File: src/rtl/debug_uart_tx_sched.sv
// Shares one uart_tx between a CPU byte FIFO and a trace valid/ready source.
// Round-robin arbitration; one byte in flight; busy/level/overflow status for the CPU.
module debug_uart_tx_sched #(
    parameter int unsigned FIFO_DEPTH    = 4,
    parameter int unsigned START_TIMEOUT = 2
) (
    input  logic                            clk,
    input  logic                            rst_n,
    input  logic                            cpu_wr_en,
    input  logic [7:0]                      cpu_wr_data,
    output logic                            cpu_full,
    output logic [$clog2(FIFO_DEPTH):0]     cpu_level,
    output logic [7:0]                      drop_count,
    input  logic                            trc_valid,
    input  logic [7:0]                      trc_data,
    output logic                            trc_ready,
    output logic                            tx_en,
    output logic [7:0]                      tx_data,
    input  logic                            tx_busy,
    output logic                            busy
);

    localparam int unsigned PtrW = $clog2(FIFO_DEPTH);
    localparam int unsigned LvlW = PtrW + 1;
    localparam int unsigned CntW = $clog2(START_TIMEOUT + 1);

    typedef enum logic [1:0] {
        StIdle,
        StIssue,
        StWaitStart,
        StWaitDone
    } state_e;

    state_e            state_q, state_d;
    logic [7:0]        mem_q [FIFO_DEPTH];
    logic [PtrW-1:0]   rd_ptr_q, rd_ptr_d;
    logic [PtrW-1:0]   wr_ptr_q, wr_ptr_d;
    logic [LvlW-1:0]   level_q, level_d;
    logic [7:0]        drop_q, drop_d;
    logic [7:0]        tx_data_q, tx_data_d;
    logic              last_trc_q, last_trc_d;
    logic [CntW-1:0]   tmo_q, tmo_d;

    logic cpu_req;
    logic full;
    logic can_grant;
    logic grant_cpu;
    logic pop;
    logic push;
    logic drop;

    // Arbitration: with both pending, serve whichever source was not served last.
    always_comb begin
        cpu_req   = (level_q != '0);
        full      = (level_q == LvlW'(FIFO_DEPTH));
        can_grant = (state_q == StIdle) && !tx_busy && (cpu_req || trc_valid);
        grant_cpu = cpu_req && (!trc_valid || last_trc_q);
        pop       = can_grant && grant_cpu;
        trc_ready = can_grant && !grant_cpu;
        // A full FIFO still accepts a write when the head leaves in the same cycle.
        push      = cpu_wr_en && (!full || pop);
        drop      = cpu_wr_en && !push;
    end

    always_comb begin
        rd_ptr_d = rd_ptr_q;
        wr_ptr_d = wr_ptr_q;
        level_d  = level_q;
        drop_d   = drop_q;
        if (pop) begin
            rd_ptr_d = rd_ptr_q + PtrW'(1);
        end
        if (push) begin
            wr_ptr_d = wr_ptr_q + PtrW'(1);
        end
        unique case ({push, pop})
            2'b10:   level_d = level_q + LvlW'(1);
            2'b01:   level_d = level_q - LvlW'(1);
            default: level_d = level_q;
        endcase
        if (drop && (drop_q != 8'hFF)) begin
            drop_d = drop_q + 8'd1;
        end
    end

    always_comb begin
        state_d    = state_q;
        tmo_d      = tmo_q;
        tx_data_d  = tx_data_q;
        last_trc_d = last_trc_q;
        unique case (state_q)
            StIdle: begin
                if (can_grant) begin
                    tx_data_d  = grant_cpu ? mem_q[rd_ptr_q] : trc_data;
                    last_trc_d = !grant_cpu;
                    state_d    = StIssue;
                end
            end
            StIssue: begin
                tmo_d   = '0;
                state_d = StWaitStart;
            end
            StWaitStart: begin
                if (tx_busy) begin
                    state_d = StWaitDone;
                end else if (tmo_q == CntW'(START_TIMEOUT - 1)) begin
                    // uart_tx never started; the byte is abandoned rather than retried.
                    state_d = StIdle;
                end else begin
                    tmo_d = tmo_q + CntW'(1);
                end
            end
            StWaitDone: begin
                if (!tx_busy) begin
                    state_d = StIdle;
                end
            end
            default: state_d = StIdle;
        endcase
    end

    always_ff @(posedge clk or negedge rst_n) begin
        if (!rst_n) begin
            state_q    <= StIdle;
            rd_ptr_q   <= '0;
            wr_ptr_q   <= '0;
            level_q    <= '0;
            drop_q     <= '0;
            tx_data_q  <= '0;
            last_trc_q <= 1'b1;
            tmo_q      <= '0;
        end else begin
            state_q    <= state_d;
            rd_ptr_q   <= rd_ptr_d;
            wr_ptr_q   <= wr_ptr_d;
            level_q    <= level_d;
            drop_q     <= drop_d;
            tx_data_q  <= tx_data_d;
            last_trc_q <= last_trc_d;
            tmo_q      <= tmo_d;
        end
    end

    // Storage needs no reset: entries are only read once the pointers mark them valid.
    always_ff @(posedge clk) begin
        if (push) begin
            mem_q[wr_ptr_q] <= cpu_wr_data;
        end
    end

    always_comb begin
        tx_en      = (state_q == StIssue);
        tx_data    = tx_data_q;
        cpu_full   = full;
        cpu_level  = level_q;
        drop_count = drop_q;
        busy       = tx_busy || (state_q != StIdle) || (level_q != '0);
    end

endmodule

File: config.mk
export PLATFORM = sky130hd
export DESIGN_NAME = debug_uart_tx_sched
export DESIGN_NICKNAME = d
export VERILOG_FILES = /design/src/rtl/debug_uart_tx_sched.sv
export SDC_FILE = /design/constraint.sdc
export NUM_CORES = 1
export LEC_CHECK = 0
export ABC_CLOCK_PERIOD_IN_PS = 4100
export BUFFER_PORTS_ARGS = -buffer_cell sky130_fd_sc_hd__buf_2
export CAP_MARGIN = 10
export CORE_MARGIN = 5
export CORE_UTILIZATION = 60
export DETAILED_ROUTE_END_ITERATION = 8
export PLACE_DENSITY = 0.93
export SYNTH_ARGS = -nofsm -noshare
export SYNTH_HDL_FRONTEND = slang
export SYNTH_SLANG_ARGS = --single-unit
File: constraint.sdc
create_clock -name clk -period 4.1 [get_ports clk]
set_clock_uncertainty 0.1 [all_clocks]
set_input_delay 1.025 -clock clk [delete_from_list [all_inputs] [get_ports clk]]
set_output_delay 1.025 -clock clk [all_outputs]
set_load 0.03 [all_outputs]
==> impl_metrics.yaml, run 1 <==
worst_setup_path:
  crit_type: "input port to output pin"
  worstPathRequired_ps: 2970
  r2r_start: "state_q[0]"
  startpoint_type: "input port"
  worstPathMaxFanout: 10
  cp.arrival_ps: 2090
  cp-end-kind: "output pin"
  r2r.worst_path.cells: 7
  reg2reg_slack_ps: 1390
  reg2reg_to: "mem_q[1][5]"
final_layout:
  antennaDiodeCount: 0
  fillers: 275
  regArea_um2: 1660
  final_area_um2: 3160
  nets: 277
  drive_gt1_frac: 0.293
  final_common_cell: "buf_2"
  layout_common_cells: "buf_2 (43), edfxtp_1 (32), dfrtp_1 (27)"
  utilization: 0.720
  multi_input_area_um2: 985
  synthToLayoutAreaGrowth_pct: 15.8
sta:
  relSlewSlack: 0.449
  rsz0062_at_grt: "no"
  maxSlewViolCount: 0
  tns_ps: 0
  period_needed_ps: 3220
  period_share: 0.785
  worst_pin_slew_ps: 824
  final_hold_viol_count: 0
  setup-violations-final: 0
  fmax_mhz: 311
power:
  p_leak_nw: 1.41
  p_comb_frac: 0.384
  swShare: 0.381
  switching_power_w: 0.000885
  p_int_w: 0.00144
  pwr-share-seq: 0.425
  ir_drop_mv: 0.402
  clock_power_share: 0.190
  power_density_nw_per_um2: 736
cts:
  path_clk_slew_ps: 70
  post_cts_resized: 0
  clk_path_buf_depth: 2
  cts_root_buf: "clkbuf_8"
  cts_buffers: 9
  ctsHoldBuffers: 0
  postCtsSetupBuffers: 0
  clock-sinks: 60
  worstSkewPairLatency_ps: 320
  cts_tree: "done"
  htree_levels: 3
synthesis:
  synth_cells: 193
  synth_nets: 226
  ys_types: 45
  yosys_register_bits: 60
  syn-cell-area_um2: 2730
  ys.flop_type: "edfxtp_1"
  synth_edf_count: 32
  syn_area_per_cell_um2: 14.1
  synth_seq_area_share: 0.610
  yosysWarnings: 0
  synthArstFlopShare: 0.467
global_route:
  grt_pass1_wl_mm: 8.71
  grt_use_met3: 0.0556
  grt_pass1_vias: 1793
  grt_max_degree: 29
  grt.total_usage: 0.185
  grt-ovfl-total: 0
  busiest_layer: "met2"
  antenna_found_initial: 0
  use_met2: 0.289
  gr-usage-met1: 0.243
status:
  outcome: "finished clean"
floorplan:
  core-area_um2: 4380
  initial_core_util: 0.622
  die_w_um: 77.4
  io_pins: 44
  die_y_um: 77.4
  rows: 24
  dieArea_um2: 5990
hold_path:
  hold_depth: 2
  hp-class: "register to register"
  min_from: "last_trc_q"
  holdPathEnd: "last_trc_q"
drt:
  wire_per_inst_um: 17.0
  ant_nets: 0
  drc: 0
  via_count: 1776
  routed_wl_mm: 5.12
  drtPass1Iterations: 5
  drt_iter0_drc: 97
  vias_per_cell: 5.90
placement:
  place_congestion: 0.825
  portBuffers: 43
  place_area_um2: 3000
  dp_hpwl_mm: 3.58
run:
  max_cap_viol_count: 0
## power groups by stage
stage	clock, W	sequential (W)	combinational, W
after CTS	0.000455	0.000990	0.000901
after global placement	0	0.000989	0.000860
final	0.000443	0.000989	0.000894
after floorplan	0	0.00107	0.000582
after global routing	0.000491	0.00102	0.000978
after detailed placement	0	0.00100	0.000891
## synth_stat cells (3+ instances only)
master / instances / area [µm²]
a21o_1: 10 / 75.1
a21oi_1: 4 / 20.0
a22o_1: 8 / 70.1
a31oi_1: 3 / 18.8
and3_1: 4 / 25.0
buf_2: 3 / 15.0
dfrtp_1: 27 / 676
edfxtp_1: 32 / 961
ha_1: 11 / 138
inv_1: 16 / 60.1
mux4_2: 8 / 180
nand2_1: 5 / 18.8
nor2_1: 9 / 33.8
nor3_1: 3 / 15.0
nor4_1: 3 / 18.8
o21ai_0: 5 / 25.0
xnor2_1: 5 / 43.8
xor2_1: 4 / 35.0
## final cells by class
| class | count | share of cell area |
|---|---|---|
| sequential | 60 | 0.527 |
| multi-input combinational | 113 | 0.312 |
| timing repair buffer | 44 | 0.0705 |
| clock buffer | 13 | 0.0471 |
| tap | 52 | 0.0206 |
| inverter | 16 | 0.0190 |
| clock inverter | 3 | 0.00436 |
## critical path, cell delays in order
cell and delay, ps:
buf_2 140, and2b_1 230, o21ai_2 130, nor2_2 300, buf_2 270
## registers in the layout (all words and copies together), names as in the netlist
register / flops
state_q: 2
tmo_q: 2
last_trc_q: 1
wr_ptr_q: 2
mem_q: 32
cpu_level: 3
drop_count: 8
tx_data: 8
rd_ptr_q: 2
## metal layers
| layer | wire, µm | vias up |
|---|---|---|
| met2 | 2560 | 60 |
| met3 | 286 | 10 |
| li1 | - | 823 |
| met4 | 74 | 0 |
| met1 | 2200 | 883 |
| met5 | 0 | - |
## stage by stage
| step | instances | setup slack [ps] | total power, W | hold slack (ps) |
|---|---|---|---|---|
| 2_1_floorplan | 193 | 1200 | 0.00165 | 338 |
| 6_report | 301 | 880 | 0.00233 | 366 |
| 3_3_place_gp | 285 | 908 | 0.00185 | 350 |
| 5_1_grt | 301 | 770 | 0.00249 | 385 |
| 4_1_cts | 301 | 860 | 0.00235 | 371 |
| 3_5_place_dp | 285 | 871 | 0.00189 | 356 |
## worst max-delay path by stage
stage	from	to	slack, ps	cells past startpoint
2_1_floorplan	tx_busy	trc_ready	1200	3
3_3_place_gp	tx_busy	trc_ready	910	5
3_5_place_dp	tx_busy	trc_ready	870	5
4_1_cts	tx_busy	trc_ready	860	5
5_1_grt	state_q[1]	trc_ready	770	6
6_report	tx_busy	trc_ready	880	5
## kinds of logic after synthesis
family / synth area share
buffers and inverters: 0.0289
and+or+nand+nor: 0.0900
muxes: 0.0780
AOI/OAI and AO/OA: 0.106
DFF: 0.610
xor gates and xnor gates: 0.0289
adders and majority gates: 0.0578
Note: power is estimated with default switching activity, not from simulation.
==> run 2, diff against run 1 <==
- ABC_AREA: unset -> 1
- ABC_CLOCK_PERIOD_IN_PS: 4100 -> 3200
- CORE_UTILIZATION: 60 -> 56
- PLACE_DENSITY: 0.93 -> 0.88
- clock period: 4.1 -> 3.2 ns (I/O delays scaled with it)
==> run 2 against run 1 <==
  * Wire length increased by 8.2%
  * Register-to-register slack got worse by 600 ps
  * Die area is 9.2% higher
  * Hold slack gained 12 ps
  * Synthesized cell count rose by 41%
  * Clock-buffer cell count fell by 4
  * Critical endpoint unchanged
  * Largest power group unchanged
==> impl_metrics.yaml, run 2 <==
final_layout:
  fillers: 342
  nets: 357
  antennaDiodeCount: 0
  drive_gt1_frac: 0.216
  final_common_cell: "nand2_1"
  synthToLayoutAreaGrowth_pct: 17.3
  layout_common_cells: "nand2_1 (59), buf_2 (43), edfxtp_1 (32)"
  largest_register_ffs: 32
  largest-register: "mem_q"
synthesis:
  ys.flop_type: "edfxtp_1"
  syn_area_per_cell_um2: 10.3
  synth.area.mux_share: 0
  synth-compound-area-share: 0.0858
  yosys_register_bits: 60
  synth_top_family_by_area: "simple AND/OR/NAND/NOR gates"
  yosysWarnings: 0
  yosys-top-cells-area: "edfxtp_1 (34%), dfrtp_1 (24%), nand2_1 (7.9%)"
  synthArstFlopShare: 0.467
  synth-xor-area-share: 0.0280
  synth_top_area_cell: "edfxtp_1"
  synth_cells: 273
  syn-cell-area_um2: 2810
  synthAdderAreaFrac: 0.0560
  synth_nets: 306
  synth_edf_count: 32
  yosys.area_share.simple: 0.189
  synth.most_common_cell: "nand2_1"
  yosys-top-cells-count: "nand2_1 (59), edfxtp_1 (32), inv_1 (29)"
  ys_types: 29
  synth_top_area_share: 0.341
  synth_seq_area_share: 0.591
global_route:
  grt.total_usage: 0.194
  grt_pass1_wl_mm: 9.32
  grt_pass1_vias: 2005
  antenna_found_initial: 0
  grt-ovfl-total: 0
  grt_max_degree: 29
sta:
  relSlewSlack: 0.555
  maxSlewViolCount: 0
  setup-violations-final: 0
  rsz0062_at_grt: "no"
  tns_ps: 0
  final_hold_viol_count: 0
  period_share: 0.869
  worst_pin_slew_ps: 666
  period_needed_ps: 2780
  fmax_mhz: 359
cts:
  ctsHoldBuffers: 0
  post_cts_resized: 0
  clk_path_buf_depth: 2
  clock-sinks: 60
  htree_levels: 3
  cts_root_buf: "clkbuf_8"
  path_clk_slew_ps: 60
  cts_tree: "done"
  cts_buffers: 9
  worstSkewPairLatency_ps: 330
  postCtsSetupBuffers: 0
drt:
  wire_per_inst_um: 14.0
  ant_nets: 0
  drtPass1Iterations: 5
  drc: 0
  routed_wl_mm: 5.54
  via_count: 2056
  drt_iter0_drc: 238
  vias_per_cell: 5.21
placement:
  dp_hpwl_mm: 4.15
  place_congestion: 0.776
  portBuffers: 43
floorplan:
  dieArea_um2: 6540
  io_pins: 44
  die_y_um: 80.9
  initial_core_util: 0.588
  rows: 25
  die_w_um: 80.9
  core-area_um2: 4790
worst_setup_path:
  cp-end-kind: "output pin"
  r2r_start: "state_q[0]"
  endpoint: "trc_ready"
  cp.arrival_ps: 1880
  worstPathRequired_ps: 2300
  crit_type: "register to output pin"
  worstPathMaxFanout: 11
  reg2reg_slack_ps: 790
  r2r.worst_path.cells: 8
  reg2reg_to: "mem_q[1][5]"
  crit_start: "state_q[0]"
  startpoint_type: "register"
hold_path:
  hp-class: "input port to asynchronous set/reset pin"
status:
  outcome: "finished clean"
power:
  p_leak_nw: 1.51
  power_w: 0.00317
  power_density_nw_per_um2: 961
  ir_drop_mv: 0.493
run:
  max_cap_viol_count: 0
[run 2: cell types whose count changed after synthesis, moves of 8 or more]
cell	delta
a22o_1	-8
o21ai_0	+20
inv_1	+13
nor2_1	+15
a21o_1	-10
o22ai_1	+8
nand3_1	+18
nand2_1	+54
mux4_2	-8
[run 2: cells by family after synthesis]
kind of cell | count (synthesis)
AOI/OAI and AO/OA | 42
xor gates and xnor gates | 9
DFF | 60
buffers and inverters | 35
adders and majority gates | 12
and+or+nand+nor | 115
[run 2: final cells by class]
cell class	count	area [µm²]	area share
multi-input cells	178	1010	0.306
repair buffers	44	223	0.0675
clock inverters	6	80.1	0.0243
clock buffers	9	124	0.0375
flip-flops and latches	60	1660	0.504
well taps	67	83.8	0.0254
inverters	31	116	0.0353
[run 2: worst max-delay path: stages, from the launching register on]
cell and delay (ps):
dfrtp_1 430, inv_1 130, ha_1 210, inv_1 80
nor2_4 150, o21ai_2 180, a21oi_2 160, buf_2 210
[run 2: per-stage QoR]
stage	hold slack, ps	std cells	util	cell area (µm²)	worst slack, ps
6_report	378	395	0.689	3300	418
5_1_grt	416	395	0.689	3300	217
4_1_cts	380	395	0.689	3300	392
3_5_place_dp	371	380	0.647	3100	632
3_3_place_gp	372	380	0.647	3100	651
2_1_floorplan	353	273	-	2810	817
[run 2: worst min path at each step]
stage	startpoint	endpoint	slack (ps)
finish	rst_n	tmo_q[1]	380
detailed placement	last_trc_q	last_trc_q	370
global route	tx_data[3]	tx_data[3]	420
global placement	tx_data[7]	tx_data[7]	370
CTS	rst_n	tmo_q[0]	380
floorplan	tmo_q[1]	tmo_q[1]	350
[run 2: report_power, final]
part	switching (W)	internal (W)	leakage, nW	total, W
registers	0.000176	0.00106	0.644	0.00124
clock network	0.000277	0.000427	0.100	0.000703
logic	0.000840	0.000390	0.765	0.00123
total	0.00129	0.00188	1.51	0.00317
[run 2: routing by layer]
| layer | global-route usage | up-vias | wire, µm |
|---|---|---|---|
| li1 | - | 1016 | - |
| met1 | 0.248 | 963 | 2450 |
| met2 | 0.300 | 66 | 2640 |
| met3 | 0.0477 | 11 | 297 |
| met4 | 0.111 | 0 | 148 |
| met5 | 0 | - | 0 |
==> run 3, diff against run 2 <==
- CELL_PAD_IN_SITES_DETAIL_PLACEMENT: unset -> 0
- CELL_PAD_IN_SITES_GLOBAL_PLACEMENT: unset -> 1
- CORE_UTILIZATION: 56 -> 44
==> run 3 against run 2 <==
  * Combinational power about the same
  * Wire length is 1.4% lower
  * First-iteration DRC count decreased by 46%
  * Fmax increased by 4.5%
  * Core utilization shrank 16 points
  * Die area increased by 24%
  * Sequential power hardly changed
  * Critical path depth did not move
  * Highest routed layer unchanged
  * Clock-buffer cell count unchanged
==> impl_metrics.yaml, run 3 (synthesis results as in run 2) <==
status:
  outcome: "finished clean"
global_route:
  antenna_found_initial: 0
  grt-ovfl-total: 0
  grt.total_usage: 0.140
  grt_max_degree: 29
  grt_pass1_vias: 1876
  grt_pass1_wl_mm: 9.05
cts:
  cts_buffers: 9
  ctsHoldBuffers: 0
  path_clk_slew_ps: 80
  cts_root_buf: "clkbuf_8"
  post_cts_resized: 0
  cts_tree: "done"
  htree_levels: 3
  postCtsSetupBuffers: 0
  clock-sinks: 60
  worstSkewPairLatency_ps: 340
  clk_path_buf_depth: 2
sta:
  maxSlewViolCount: 0
  tns_ps: 0
  final_hold_viol_count: 0
  hold_slack_ps: 386
  setup-violations-final: 0
  worst_pin_slew_ps: 652
  fmax_mhz: 375
  rsz0062_at_grt: "no"
  relSlewSlack: 0.564
  period_share: 0.832
  period_needed_ps: 2660
final_layout:
  largest-register: "mem_q"
  instances_no_fill: 407
  synthToLayoutAreaGrowth_pct: 17.8
  fillers: 552
  final_common_cell: "nand2_1"
  antennaDiodeCount: 0
  layout_common_cells: "nand2_1 (59), buf_2 (43), edfxtp_1 (32)"
  drive_gt1_frac: 0.227
  nets: 358
  largest_register_ffs: 32
  regArea_um2: 1660
  multi_input_area_um2: 1010
drt:
  drc: 0
  wire_per_inst_um: 13.4
  drtPass1Iterations: 5
  vias_per_cell: 5.03
  drt_iter0_drc: 129
  routed_wl_mm: 5.46
  via_count: 2046
  ant_nets: 0
worst_setup_path:
  cpMaxStageDelayCell: "dfrtp_1"
  slowest_delay_ps: 420
  path_cells: "inv_1, ha_1, inv_1, nor2_4, o21ai_2, a21oi_2, buf_2"
  path_common_cell: "inv_1"
  worstPathRequired_ps: 2300
  worstPathMaxFanout: 4
  cp-end-kind: "output pin"
  cp.arrival_ps: 1760
  startpoint_type: "register"
  r2r.worst_path.cells: 8
  crit_type: "register to output pin"
floorplan:
  die_w_um: 90.0
  dieArea_um2: 8090
  rows: 29
  initial_core_util: 0.448
  io_pins: 44
  die_y_um: 90.0
  core-area_um2: 6280
power:
  clock_power_share: 0.216
  p_int_w: 0.00182
  switching_power_w: 0.00131
  ir_drop_mv: 0.429
  p_leak_nw: 1.51
  swShare: 0.420
  power_density_nw_per_um2: 944
  p_comb_frac: 0.389
  pwr-share-seq: 0.395
placement:
  dp_cells: 391
  place_congestion: 0.829
  dp_hpwl_mm: 4.09
  portBuffers: 43
hold_path:
  hp-class: "input port to asynchronous set/reset pin"
run:
  max_cap_viol_count: 0
-- run 3: cell count changes in the layout (fill, tap and decap cells not counted) --
cell | previous run | this run
bufinv_16 | 2 | 1
clkinvlp_4 | 1 | 2
inv_6 | 0 | 1
clkinv_1 | 2 | 0
clkinv_4 | 0 | 2
buf_4 | 1 | 2
-- run 3: final timing paths --
| kind | startpoint | endpoint | slack (ps) |
|---|---|---|---|
| hold reg to reg | tmo_q[1] | tmo_q[1] | 390 |
| setup reg to reg | state_q[1] | mem_q[1][4] | 850 |
| setup / recovery | state_q[1] | trc_ready | 540 |
| hold / removal | rst_n | tx_data[6] | 390 |
| max in group asynchronous | rst_n | drop_count[7] | 2200 |
| min in group clk | tmo_q[1] | tmo_q[1] | 390 |
-- run 3: layout make-up --
class / instances / share of cell area
clock buffer: 9 / 0.0374
multi-input combinational: 178 / 0.305
sequential: 60 / 0.502
timing repair buffer: 45 / 0.0694
inverter: 31 / 0.0351
clock inverter: 7 / 0.0230
tap: 77 / 0.0291
-- run 3: routing by layer --
layer,routed length (µm),vias to the layer above,GRT usage
met4,120,0,0.0744
met1,2410,933,0.176
met5,0,-,0
met2,2520,81,0.215
li1,-,1021,-
met3,409,11,0.0451
-- run 3: worst max-delay path, delay by kind of cell (launching register included) --
kind / cells / cell delay, ps
buf+inv: 3 / 420
fa+ha+maj: 1 / 190
simple gates: 1 / 160
flops: 1 / 420
compound gates: 2 / 230
-- run 3: stage by stage --
stage	utilization	setup WS [ps]	power [W]	instance area (µm²)
after CTS	0.528	501	0.00317	3320
final	0.528	536	0.00313	3320
after global placement	0.496	723	0.00244	3120
after global routing	0.528	374	0.00337	3320
after floorplan	-	817	0.00215	2810
after detailed placement	0.496	668	0.00248	3120
-- run 3: power groups by stage --
stage          Combinational [W]  Sequential (W)  Clock, W
2_1_floorplan           0.000781         0.00137         0
3_3_place_gp             0.00120         0.00124         0
4_1_cts                  0.00124         0.00123  0.000693
6_report                 0.00122         0.00123  0.000677
5_1_grt                  0.00137         0.00127  0.000731
3_5_place_dp             0.00123         0.00125         0
